==> src/rtl/fir_frame_arbiter.sv <==
// Round-robin, frame-granular arbiter sharing one FIR datapath among NUM_REQ sources,
// zero-flushing the delay line between frames. Optional macro FIR_ARB_TAIL_EN tags the flush tail.
module fir_frame_arbiter #(
    parameter int NUM_REQ   = 4,
    parameter int FRAME_LEN = 64,
    parameter int TAPS      = 16,
    parameter int LATENCY   = 1
) (
    input  logic                         system1000,
    input  logic                         system1000_rst,
    input  logic [16*NUM_REQ-1:0]        in_data,
    input  logic [NUM_REQ-1:0]           in_valid,
    output logic [NUM_REQ-1:0]           in_ready,
    output logic signed [15:0]           fir_in,
    input  logic signed [15:0]           fir_out,
    output logic signed [15:0]           out_data,
    output logic                         out_valid,
    output logic [$clog2(NUM_REQ)-1:0]   out_id,
    output logic                         out_last,
    output logic                         underrun,
    output logic [1:0]                   state_dbg
);
    localparam int ID_W       = $clog2(NUM_REQ);
    localparam int CNT_W      = $clog2(FRAME_LEN + 1);
    localparam int FCNT_W     = $clog2(TAPS + 1);
    localparam int FLUSH_LAST = (TAPS >= 2) ? TAPS - 2 : 0;
    localparam bit HAS_TAIL   = (TAPS > 1);

    // Encoding is visible on state_dbg: FLUSH=0, IDLE=1, FEED=2.
    typedef enum logic [1:0] {FLUSH = 2'd0, IDLE = 2'd1, FEED = 2'd2} state_t;

    state_t              state_q, state_d;
    logic [FCNT_W-1:0]   flush_cnt_q, flush_cnt_d;
    logic [CNT_W-1:0]    sample_cnt_q, sample_cnt_d;
    logic [ID_W-1:0]     grant_q, grant_d;
    logic [ID_W-1:0]     last_grant_q, last_grant_d;
    logic                tail_q, tail_d;

    logic                tag_v_d, tag_l_d;
    logic [ID_W-1:0]     tag_id_d;
    logic                tag_v_q  [LATENCY];
    logic                tag_l_q  [LATENCY];
    logic [ID_W-1:0]     tag_id_q [LATENCY];

    logic                found;
    logic [ID_W-1:0]     pick;
    logic                accept;
    logic                flush_done;
    logic                frame_end;

    always_comb begin
        found = 1'b0;
        pick  = '0;
        for (int i = 1; i <= NUM_REQ; i++) begin
            if (!found && in_valid[(int'(last_grant_q) + i) % NUM_REQ]) begin
                found = 1'b1;
                pick  = ID_W'((int'(last_grant_q) + i) % NUM_REQ);
            end
        end
    end

    always_comb begin
        state_d      = state_q;
        flush_cnt_d  = flush_cnt_q;
        sample_cnt_d = sample_cnt_q;
        grant_d      = grant_q;
        last_grant_d = last_grant_q;
        tail_d       = tail_q;
        in_ready     = '0;
        fir_in       = '0;
        underrun     = 1'b0;
        accept       = 1'b0;
        tag_v_d      = 1'b0;
        tag_l_d      = 1'b0;
        tag_id_d     = '0;
        flush_done   = (flush_cnt_q >= FCNT_W'(FLUSH_LAST));
        frame_end    = (sample_cnt_q == CNT_W'(FRAME_LEN - 1));
        case (state_q)
            FLUSH: begin
                flush_cnt_d = flush_cnt_q + 1'b1;
`ifdef FIR_ARB_TAIL_EN
                // Flush zeros after a frame finish its convolution tail.
                tag_v_d  = tail_q && HAS_TAIL;
                tag_id_d = grant_q;
                tag_l_d  = tail_q && HAS_TAIL && flush_done;
`endif
                if (flush_done) begin
                    state_d = IDLE;
                    tail_d  = 1'b0;
                end
            end
            IDLE: begin
                if (found) begin
                    grant_d      = pick;
                    last_grant_d = pick;
                    sample_cnt_d = '0;
                    state_d      = FEED;
                end
            end
            FEED: begin
                in_ready[grant_q] = 1'b1;
                accept   = in_valid[grant_q];
                tag_id_d = grant_q;
                tag_v_d  = accept;
                if (accept) begin
                    fir_in       = in_data[int'(grant_q)*16 +: 16];
                    sample_cnt_d = sample_cnt_q + 1'b1;
`ifdef FIR_ARB_TAIL_EN
                    tag_l_d = frame_end && !HAS_TAIL;
`else
                    tag_l_d = frame_end;
`endif
                    if (frame_end) begin
                        state_d     = FLUSH;
                        flush_cnt_d = '0;
                        tail_d      = 1'b1;
                    end
                end else begin
                    underrun = 1'b1;
                end
            end
            default: state_d = FLUSH;
        endcase
    end

    always_ff @(posedge system1000) begin
        if (system1000_rst) begin
            state_q      <= FLUSH;
            flush_cnt_q  <= '0;
            sample_cnt_q <= '0;
            grant_q      <= '0;
            last_grant_q <= ID_W'(NUM_REQ - 1);
            tail_q       <= 1'b0;
            for (int i = 0; i < LATENCY; i++) begin
                tag_v_q[i]  <= 1'b0;
                tag_l_q[i]  <= 1'b0;
                tag_id_q[i] <= '0;
            end
        end else begin
            state_q      <= state_d;
            flush_cnt_q  <= flush_cnt_d;
            sample_cnt_q <= sample_cnt_d;
            grant_q      <= grant_d;
            last_grant_q <= last_grant_d;
            tail_q       <= tail_d;
            tag_v_q[0]   <= tag_v_d;
            tag_l_q[0]   <= tag_l_d;
            tag_id_q[0]  <= tag_id_d;
            for (int i = 1; i < LATENCY; i++) begin
                tag_v_q[i]  <= tag_v_q[i-1];
                tag_l_q[i]  <= tag_l_q[i-1];
                tag_id_q[i] <= tag_id_q[i-1];
            end
        end
    end

    assign out_data  = fir_out;
    assign out_valid = tag_v_q[LATENCY-1];
    assign out_id    = tag_id_q[LATENCY-1];
    assign out_last  = tag_l_q[LATENCY-1];
    assign state_dbg = state_q;
endmodule

==> config.mk <==
export PLATFORM = sky130hd
export DESIGN_NAME = fir_frame_arbiter
export DESIGN_NICKNAME = d
export VERILOG_FILES = /design/src/rtl/fir_frame_arbiter.sv
export SDC_FILE = /design/constraint.sdc
export NUM_CORES = 1
export LEC_CHECK = 0
export CAP_MARGIN = 20
export CORE_AREA = 3 3 80 82
export CTS_CLUSTER_SIZE = 8
export DETAILED_ROUTE_END_ITERATION = 7
export DIE_AREA = 0 0 83 85
export PLACE_DENSITY_LB_ADDON = 0.2
export SLEW_MARGIN = 0
export SYNTH_ARGS = -nofsm -noshare
export SYNTH_HDL_FRONTEND = slang
export SYNTH_SLANG_ARGS = --single-unit
export TNS_END_PERCENT = 50
==> constraint.sdc <==
create_clock -name system1000 -period 2.4 [get_ports system1000]
set_clock_uncertainty 0.1 [all_clocks]
set_input_delay 0.36 -clock system1000 [delete_from_list [all_inputs] [get_ports system1000]]
set_output_delay 0.36 -clock system1000 [all_outputs]
set_load 0.02 [all_outputs]
==> results.json, run 1 <==
{
  "status": "complete, no violations",
  "synth-xor-area-share_pct": 0,
  "tns_ps": 0,
  "antenna_found_initial": 0,
  "synth_compound_area_share_pct": 14.5,
  "antenna_left": 0,
  "post-route-util_pct": 48.0,
  "insertion_delay_ps": 260,
  "synth-seq-cells": 22,
  "ctsHoldBuffers": 0,
  "r2r_end": "flush_cnt_q[3]",
  "grt_pass1_wl_um": 9050,
  "grtUsageTotal_pct": 15.9,
  "synth_simple_gate_area_share_pct": 22.2,
  "finalCriticalPeriod_ps": 2320,
  "routedWlPerCell_um": 15.9,
  "yosys_most_used_dff": "dfxtp_1",
  "die_w_um": 83,
  "cp.arrival_ps": 1860,
  "fmax_ghz": 0.432,
  "wirelength_um": 5510,
  "fin_nets": 362,
  "drive_gt1_share_pct": 15.8,
  "crit_type": "in -> out",
  "drt_iter0_markers": 48,
  "clkSinkCount": 22,
  "clk_pin_slew_ps": 70,
  "worstSetupStartpoint": "in_valid[3]",
  "cts.root.buffer_cell": "clkbuf_8",
  "grt_max_degree": 21,
  "crit_cells": 5,
  "cts_made_buffers": 3,
  "ys_seq_area_share_pct": 26.0,
  "port_buffers": 96,
  "grt_pass1_vias": 1731,
  "synth_top_family_by_area": "multiplexers",
  "hold_class": "reg -> reg",
  "htree_num_levels": 1,
  "clockBufferDepth": 2,
  "path_delay_family": "buffers and inverters",
  "cp-start-kind": "input pin",
  "relSlewSlack_pct": 72.8,
  "crit_chain": "clkdlybuf4s50_1 -> buf_4 -> mux4_2 -> nor2_1 -> dlygate4sd2_1",
  "worst_setup_path_end_kind": "primary output",
  "start_util_pct": 29.1,
  "placed_area_um2": 2740,
  "postCtsSetupBuffers": 0,
  "critical_path_buf_inv_count": 3,
  "setup_ws_ps": 82.6,
  "diodes": 0,
  "setup_violations": 0,
  "syn-instance-count": 180,
  "ys_warn_count": 0,
  "cpPeakStageDelay_ps": 470,
  "firstDrtPassIters": 4,
  "dieHeight_um": 85,
  "final_max_slew_viol_count": 0,
  "synth_cell_types": 32,
  "rrSetupSlack_ps": 440,
  "place.gp.congestion": 0.828,
  "fill_cells": 570,
  "design_area_um2": 2790,
  "worst_path_max_delay_cell": "mux4_2",
  "synth.avg_cell_area_um2": 9.41,
  "ys_async_sr_fraction_pct": 0,
  "synth-edff-count": 0,
  "finalHoldViolations": 0,
  "dpl_worst_slack_ps": -216,
  "critPathMaxFanout": 6,
  "p_leak_nw": 1.06,
  "rows": 28,
  "netlist_area_um2": 1690,
  "vias_per_cell": 5.09,
  "hold_start": "sample_cnt_q[6]",
  "dp_hpwl_um": 4440,
  "cts_resized": 20,
  "synth_fp_nets": 269,
  "worstMarginPinSlew_ps": 407,
  "syn_to_final_growth_pct": 64.9,
  "overflow": 0,
  "synthAdderAreaFrac_pct": 2.22,
  "coreArea_um2": 5820,
  "vias": 1765,
  "remaining_drc_errors": 0,
  "dieArea_um2": 7060,
  "crit_path_end": "underrun",
  "vdd_drop_max_v": 0.000225,
  "cts_tree": "done",
  "finalCritPeriodShare_pct": 96.6,
  "synthMuxAreaShare_pct": 24.4,
  "rr_startpoint": "grant_q[0]",
  "rsz0062_at_grt": "false",
  "total_power_w": 0.000809,
  "required_ps": 1940,
  "cap_viol_max_count": 0,
  "ioPinCount": 129,
  "r2r_cells": 6,
  "power_density_nw_per_um2": 290
}
[state kept, by name (all words and copies together) (netlist names)]
name,count
sample_cnt_q,7
grant_q,2
flush_cnt_q,5
tag_l_q,1
tag_v_q,1
state_dbg,2
tag_id_q,2
last_grant_q,2
[per-layer routing]
layer	vias to the layer above	wire length [um]	GRT usage, %
met5	-	0	0
met4	0	72	4.61
met3	6	382	3.69
met2	80	2580	26.4
met1	836	2480	20.8
li1	843	-	-
[where the power goes]
part / total [W] / internal [W] / leakage [nW] / switching, W
registers: 0.000374 / 0.000369 / 0.178 / 0.00000501
clock network: 0.000263 / 0.000146 / 0.0288 / 0.000117
logic: 0.000172 / 0.000132 / 0.853 / 0.0000404
[logic make-up after synthesis]
group,count (synthesis)
simple gates,66
fa+ha+maj,3
flops,22
buf+inv,31
compound gates,38
mux,20
[cells in the final DEF, fill, tap and decap left out, types with 2 or more instances in the layout]
cell              n
a21oi_1          18
and2_1           16
buf_12            2
buf_4            14
clkbuf_8          4
clkdlybuf4s50_1  79
dfxtp_1          21
dlygate4sd2_1    17
ha_1              3
inv_1             6
mux2i_1           2
mux4_2           17
nand2_1           8
nand2b_1          5
nand3_1           6
nand3b_1          2
nor2_1            6
nor2b_1           2
nor3_1            7
o21ai_0           9
o31ai_1           3
or3_1             7
or4_1             4
[worst register-to-register path, delay by kind of cell, from the launching register on]
kind                   cells  cell delay, ps
muxes                      1             500
DFF                        1             400
AOI/OAI and AO/OA          2             360
buffers and inverters      2             310
and+or+nand+nor            1             170
[cells in the mapped netlist (3+ instances only)]
library cell | n | area, um2
nand3_1 | 6 | 30.0
or3_1 | 7 | 43.8
dfxtp_1 | 22 | 440
inv_1 | 6 | 22.5
buf_4 | 16 | 120
ha_1 | 3 | 37.5
a21oi_1 | 18 | 90.1
nor3_1 | 7 | 35.0
mux4_2 | 17 | 383
nor2_1 | 6 | 22.5
nand2b_1 | 5 | 31.3
o31ai_1 | 3 | 22.5
and2_1 | 16 | 100
clkbuf_1 | 6 | 22.5
o21ai_0 | 9 | 45.0
or4_1 | 4 | 30.0
buf_2 | 3 | 15.0
nand2_1 | 8 | 30.0
[worst min path at each step]
| stage | endpoint | slack (ps) | cells past startpoint |
|---|---|---|---|
| floorplan | grant_q[0] | 340 | 1 |
| global placement | sample_cnt_q[6] | 360 | 2 |
| detailed placement | sample_cnt_q[6] | 370 | 2 |
| CTS | sample_cnt_q[6] | 390 | 2 |
| global route | sample_cnt_q[6] | 420 | 2 |
| finish | sample_cnt_q[6] | 390 | 2 |
[metrics by stage]
stage / hold slack, ps / std cells
3_5_place_dp: 373 / 343
5_1_grt: 422 / 347
2_1_floorplan: 339 / 180
3_3_place_gp: 365 / 343
4_1_cts: 388 / 347
6_report: 389 / 347
[layout make-up]
| type | count | area [um2] | share of cell area [%] |
|---|---|---|---|
| timing repair buffer | 113 | 1100 | 39.2 |
| inverter | 6 | 22.5 | 0.806 |
| multi-input combinational | 127 | 1080 | 38.8 |
| sequential | 22 | 442 | 15.8 |
| clock buffer | 4 | 55.1 | 1.97 |
| tap | 75 | 93.8 | 3.36 |
Power figures use the tool's default switching activity.
==> run 2: changes to the inputs <==
--- a/config.mk
+++ b/config.mk
@@ -6,13 +6,14 @@
 export NUM_CORES = 1
 export LEC_CHECK = 0
 export CAP_MARGIN = 20
-export CORE_AREA = 3 3 80 82
+export CORE_AREA = 2 2 79 81
 export CTS_CLUSTER_SIZE = 8
 export DETAILED_ROUTE_END_ITERATION = 7
-export DIE_AREA = 0 0 83 85
+export DIE_AREA = 0 0 81 83
+export MAX_ROUTING_LAYER = met4
 export PLACE_DENSITY_LB_ADDON = 0.2
 export SLEW_MARGIN = 0
 export SYNTH_ARGS = -nofsm -noshare
 export SYNTH_HDL_FRONTEND = slang
 export SYNTH_SLANG_ARGS = --single-unit
-export TNS_END_PERCENT = 50
+export TNS_END_PERCENT = 1
==> results.json, run 2 (same netlist as run 1, synthesis figures left out) <==
{
  "clkSinkCount": 22,
  "grtUsageTotal_pct": 15.8,
  "rrSetupSlack_ps": 390,
  "hold_start": "sample_cnt_q[6]",
  "dpl_worst_slack_ps": -256,
  "layout_common_cells": "clkdlybuf4s50_1, dfxtp_1, a21oi_1, mux4_2, dlygate4sd2_1",
  "rows": 28,
  "regMostFlops": "sample_cnt_q",
  "clockBufferDepth": 2,
  "grt_max_degree": 21,
  "worst_setup_path_end_kind": "primary output",
  "finalCriticalPeriod_ps": 2320,
  "relSlewSlack_pct": 78.5,
  "required_ps": 1940,
  "rsz0062_at_grt": "false",
  "path_delay_family": "buffers and inverters",
  "mostFrequentLayoutCell": "clkdlybuf4s50_1",
  "setup_violations": 0,
  "cts_made_buffers": 3,
  "worstSetupStartpoint": "in_valid[2]",
  "antenna_left": 0,
  "cpPeakStageDelay_ps": 420,
  "grt_pass1_wl_um": 8380,
  "cts.root.buffer_cell": "clkbuf_8",
  "critPathMaxFanout": 16,
  "firstDrtPassIters": 4,
  "power_density_nw_per_um2": 279,
  "p_leak_nw": 1.04,
  "final_max_slew_viol_count": 0,
  "placed_area_um2": 2730,
  "dieArea_um2": 6720,
  "insertion_delay_ps": 260,
  "biggestRegsByFlops": "sample_cnt_q: 7 flops, flush_cnt_q: 5 flops",
  "crit_type": "in -> out",
  "cts_resized": 18,
  "rr_startpoint": "grant_q[0]",
  "syn_to_final_growth_pct": 63.0,
  "diodes": 0,
  "fill_cells": 590,
  "ioPinCount": 129,
  "ctsHoldBuffers": 0,
  "place.gp.congestion": 0.750,
  "drt_iter0_markers": 27,
  "worstMarginPinSlew_ps": 315,
  "status": "complete, no violations",
  "crit_chain": "clkdlybuf4s50_1 -> mux2_2 -> o2bb2ai_2 -> buf_12 -> and2_1 -> dlygate4sd2_1",
  "cts_tree": "done",
  "cp-start-kind": "input pin",
  "grt_pass1_vias": 1670,
  "wirelength_um": 5350,
  "port_buffers": 96,
  "fin_nets": 360,
  "vdd_drop_max_v": 0.000322,
  "antenna_found_initial": 0,
  "critical_path_buf_inv_count": 3,
  "htree_num_levels": 1,
  "vias_per_cell": 4.97,
  "finalCritPeriodShare_pct": 96.7,
  "vias": 1711,
  "design_area_um2": 2760,
  "remaining_drc_errors": 0,
  "worst_path_max_delay_cell": "clkdlybuf4s50_1",
  "die_w_um": 81,
  "coreArea_um2": 5820,
  "fmax_ghz": 0.431,
  "finalHoldViolations": 0,
  "clk_pin_slew_ps": 80,
  "drive_gt1_share_pct": 14.9,
  "hold_class": "reg -> reg",
  "dp_hpwl_um": 4340,
  "dieHeight_um": 83,
  "overflow": 0,
  "start_util_pct": 29.1,
  "tns_ps": 0,
  "cp.arrival_ps": 1860,
  "post-route-util_pct": 47.5,
  "setup_ws_ps": 80.2,
  "routedWlPerCell_um": 15.5,
  "postCtsSetupBuffers": 0,
  "cap_viol_max_count": 0,
  "total_power_w": 0.000771,
  "largest_reg_flops": 7
}
## run 2: changes by cell type in the layout (fill, tap and decap cells not counted), sizes merged
cell / change
clkbuf: -1
buf: -2
## run 2: layout make-up
type | count | area (um2) | area share [%]
flip-flops and latches | 22 | 443 | 16.0
well taps | 75 | 93.8 | 3.40
inverters | 6 | 22.5 | 0.816
multi-input cells | 127 | 1080 | 39.1
clock buffers | 3 | 41.3 | 1.50
repair buffers | 111 | 1080 | 39.1
## run 2: path summary, 6_finish.rpt
check	to	cells after the start
min	sample_cnt_q[6]	2
min reg2reg	sample_cnt_q[6]	2
max	fir_in[0]	6
max reg2reg	flush_cnt_q[3]	6
## run 2: worst register-to-register path, delay by kind of cell, from the launching register on
kind	cells	cell delay, ps
mux	1	540
compound gates	2	370
flops	1	360
buf+inv	2	350
simple gates	1	160
## run 2: power by group
part	leakage (nW)	total, W	switching [W]	internal (W)
registers	0.179	0.000374	0.00000500	0.000369
logic	0.839	0.000172	0.0000404	0.000132
clock network	0.0216	0.000225	0.000113	0.000112
total	1.04	0.000771	0.000158	0.000613
## run 2: routing by layer
metal  GRT usage [%]  up-vias  share of wire, %
met5               -        -                 0
li1                -      839                 -
met1            18.4      796                41
met3            3.80        7               9.5
met2            27.6       69                48
met4            2.93        0              0.79
## run 2: metrics by stage
| stage | cells | hold slack (ps) |
|---|---|---|
| 5_1_grt | 344 | 428 |
| 6_report | 344 | 385 |
| 3_5_place_dp | 341 | 375 |
| 3_3_place_gp | 341 | 365 |
| 2_1_floorplan | 180 | 339 |
| 4_1_cts | 344 | 387 |
==> run 3: changes to the inputs <==
--- a/config.mk
+++ b/config.mk
@@ -6,10 +6,10 @@
 export NUM_CORES = 1
 export LEC_CHECK = 0
 export CAP_MARGIN = 20
-export CORE_AREA = 2 2 79 81
+export CORE_AREA = 2 2 83 77
 export CTS_CLUSTER_SIZE = 8
 export DETAILED_ROUTE_END_ITERATION = 7
-export DIE_AREA = 0 0 81 83
+export DIE_AREA = 0 0 85 79
 export MAX_ROUTING_LAYER = met4
 export PLACE_DENSITY_LB_ADDON = 0.2
 export SLEW_MARGIN = 0
==> results.json, run 3 (same netlist as run 1, synthesis figures left out) <==
{
  "whs_path_depth": 2,
  "wirelength_um": 5340,
  "grtUsageTotal_pct": 16.3,
  "finalCriticalPeriod_ps": 2330,
  "port_buffers": 96,
  "clkSinkCount": 22,
  "remaining_drc_errors": 0,
  "regMostFlops": "sample_cnt_q",
  "netSwitchingFraction_pct": 20.2,
  "place.gp.congestion": 0.832,
  "rows": 27,
  "worst_path_max_delay_cell": "clkdlybuf4s50_1",
  "dieHeight_um": 79,
  "fmax_ghz": 0.430,
  "layout_common_cells": "clkdlybuf4s50_1, dfxtp_1, a21oi_1, mux4_2, dlygate4sd2_1",
  "relSlewSlack_pct": 73.2,
  "grt_pass1_vias": 1662,
  "grt_max_degree": 20,
  "power_density_nw_per_um2": 290,
  "start_util_pct": 28.7,
  "coreArea_um2": 5910,
  "diodes": 0,
  "seq_power_share_pct": 46.1,
  "worst_setup_path_end_kind": "primary output",
  "critical_path_buf_inv_count": 3,
  "ioPinCount": 129,
  "cp-start-kind": "input pin",
  "rr_startpoint": "grant_q[0]",
  "largest_reg_flops": 7,
  "vias_per_cell": 5.02,
  "htree_num_levels": 1,
  "postCtsSetupBuffers": 0,
  "placed_area_um2": 2740,
  "insertion_delay_ps": 260,
  "crit_cells": 6,
  "clk_pin_slew_ps": 80,
  "post-route-util_pct": 47.2,
  "fill_cells": 573,
  "drt_iter0_markers": 75,
  "routedWlPerCell_um": 15.5,
  "crit_chain": "clkdlybuf4s50_1 -> mux2_2 -> o2bb2ai_2 -> buf_12 -> and2_1 -> dlygate4sd2_1",
  "critPathMaxFanout": 16,
  "firstDrtPassIters": 4,
  "final_max_slew_viol_count": 0,
  "p_int_w": 0.000646,
  "r2r_cells": 5,
  "cpPeakStageDelay_ps": 450,
  "antenna_left": 0,
  "dp_hpwl_um": 4280,
  "die_w_um": 85,
  "cts_tree": "done",
  "finalHoldViolations": 0,
  "worstMarginPinSlew_ps": 392,
  "cts_made_buffers": 3,
  "ctsHoldBuffers": 0,
  "design_area_um2": 2790,
  "p_comb_share_pct": 21.0,
  "vias": 1726,
  "hold_start": "sample_cnt_q[6]",
  "mostFrequentLayoutCell": "clkdlybuf4s50_1",
  "crit_type": "in -> out",
  "syn_to_final_growth_pct": 64.7,
  "p_switching_w": 0.000163,
  "antenna_found_initial": 0,
  "grt_pass1_wl_um": 8490,
  "fin_nets": 362,
  "cap_viol_max_count": 0,
  "cts.root.buffer_cell": "clkbuf_8",
  "required_ps": 1940,
  "rsz0062_at_grt": "false",
  "overflow": 0,
  "clockBufferDepth": 2,
  "hold_class": "reg -> reg",
  "vdd_drop_max_v": 0.000212,
  "dieArea_um2": 6720,
  "path_delay_family": "buffers and inverters",
  "clockPowerShare_pct": 32.8,
  "drive_gt1_share_pct": 15.4,
  "setup_violations": 0,
  "biggestRegsByFlops": "sample_cnt_q: 7 flops, flush_cnt_q: 5 flops",
  "p_leak_nw": 1.07,
  "worstSetupStartpoint": "in_valid[0]",
  "cp.arrival_ps": 1870,
  "finalCritPeriodShare_pct": 97.0,
  "status": "complete, no violations"
}
run 3: cell types whose count changed in the layout (fill, tap and decap cells not counted):
cell and delta:
buf_4 +2, dfxtp_2 -2, clkbuf_8 +1, clkdlybuf4s50_1 -1, dfxtp_1 +1, dfxtp_4 +1
dlymetal6s2s_1 +1
run 3: repair_timing:
| action | CTS | global route |
|---|---|---|
| cloned | 0 | 0 |
| endpoints found under the setup margin | 18 | 1 |
| resized for setup | 21 | 1 |
run 3: routing by layer:
layer  track usage [%]  wire (um)  part of all wire, %
met1              20.9       2400                   45
met2              26.6       2510                   47
met3              3.53        410                  7.7
met4              3.49         25                 0.47
met5                 -          0                    0
run 3: final timing paths:
| check | to | slack [ps] |
|---|---|---|
| worst max-delay path | fir_in[15] | 70 |
| worst min-delay path | sample_cnt_q[6] | 390 |
| worst max register to register | sample_cnt_q[5] | 500 |
| worst min register to register | sample_cnt_q[6] | 390 |
run 3: metrics by stage:
stage                     TNS, ps  hold slack, ps  instances  worst slack, ps  power (W)
after floorplan                 0             339        180              243   0.000461
after global placement      -3170             367        340             -200   0.000550
after detailed placement    -3550             376        340             -232   0.000552
after CTS                       0             390        344             56.1   0.000822
after global routing            0             400        344             6.49   0.000846
final                           0             389        344             72.0   0.000809
run 3: layout make-up:
class / count / area [um2] / share of cell area, %
Clock buffer: 4 / 55.1 / 1.97
Inverter: 6 / 22.5 / 0.807
Multi-Input combinational cell: 127 / 1080 / 38.7
Sequential cell: 22 / 444 / 15.9
Tap cell: 72 / 90.1 / 3.23
Timing Repair Buffer: 113 / 1100 / 39.4
run 3: worst reg2reg max path, stage by stage (launching register included):
cell and delay [ps]:
dfxtp_4 380, nor3b_1 330, a2bb2oi_1 190, buf_4 200, or4_1 500, a21oi_1 150
run 3: power groups by stage:
stage                     clock [W]  sequential (W)  combinational [W]
after floorplan                   0        0.000382          0.0000792
after global placement            0        0.000382           0.000168
after detailed placement          0        0.000383           0.000169
after CTS                  0.000277        0.000373           0.000171
after global routing       0.000289        0.000374           0.000183
final                      0.000266        0.000373           0.000170
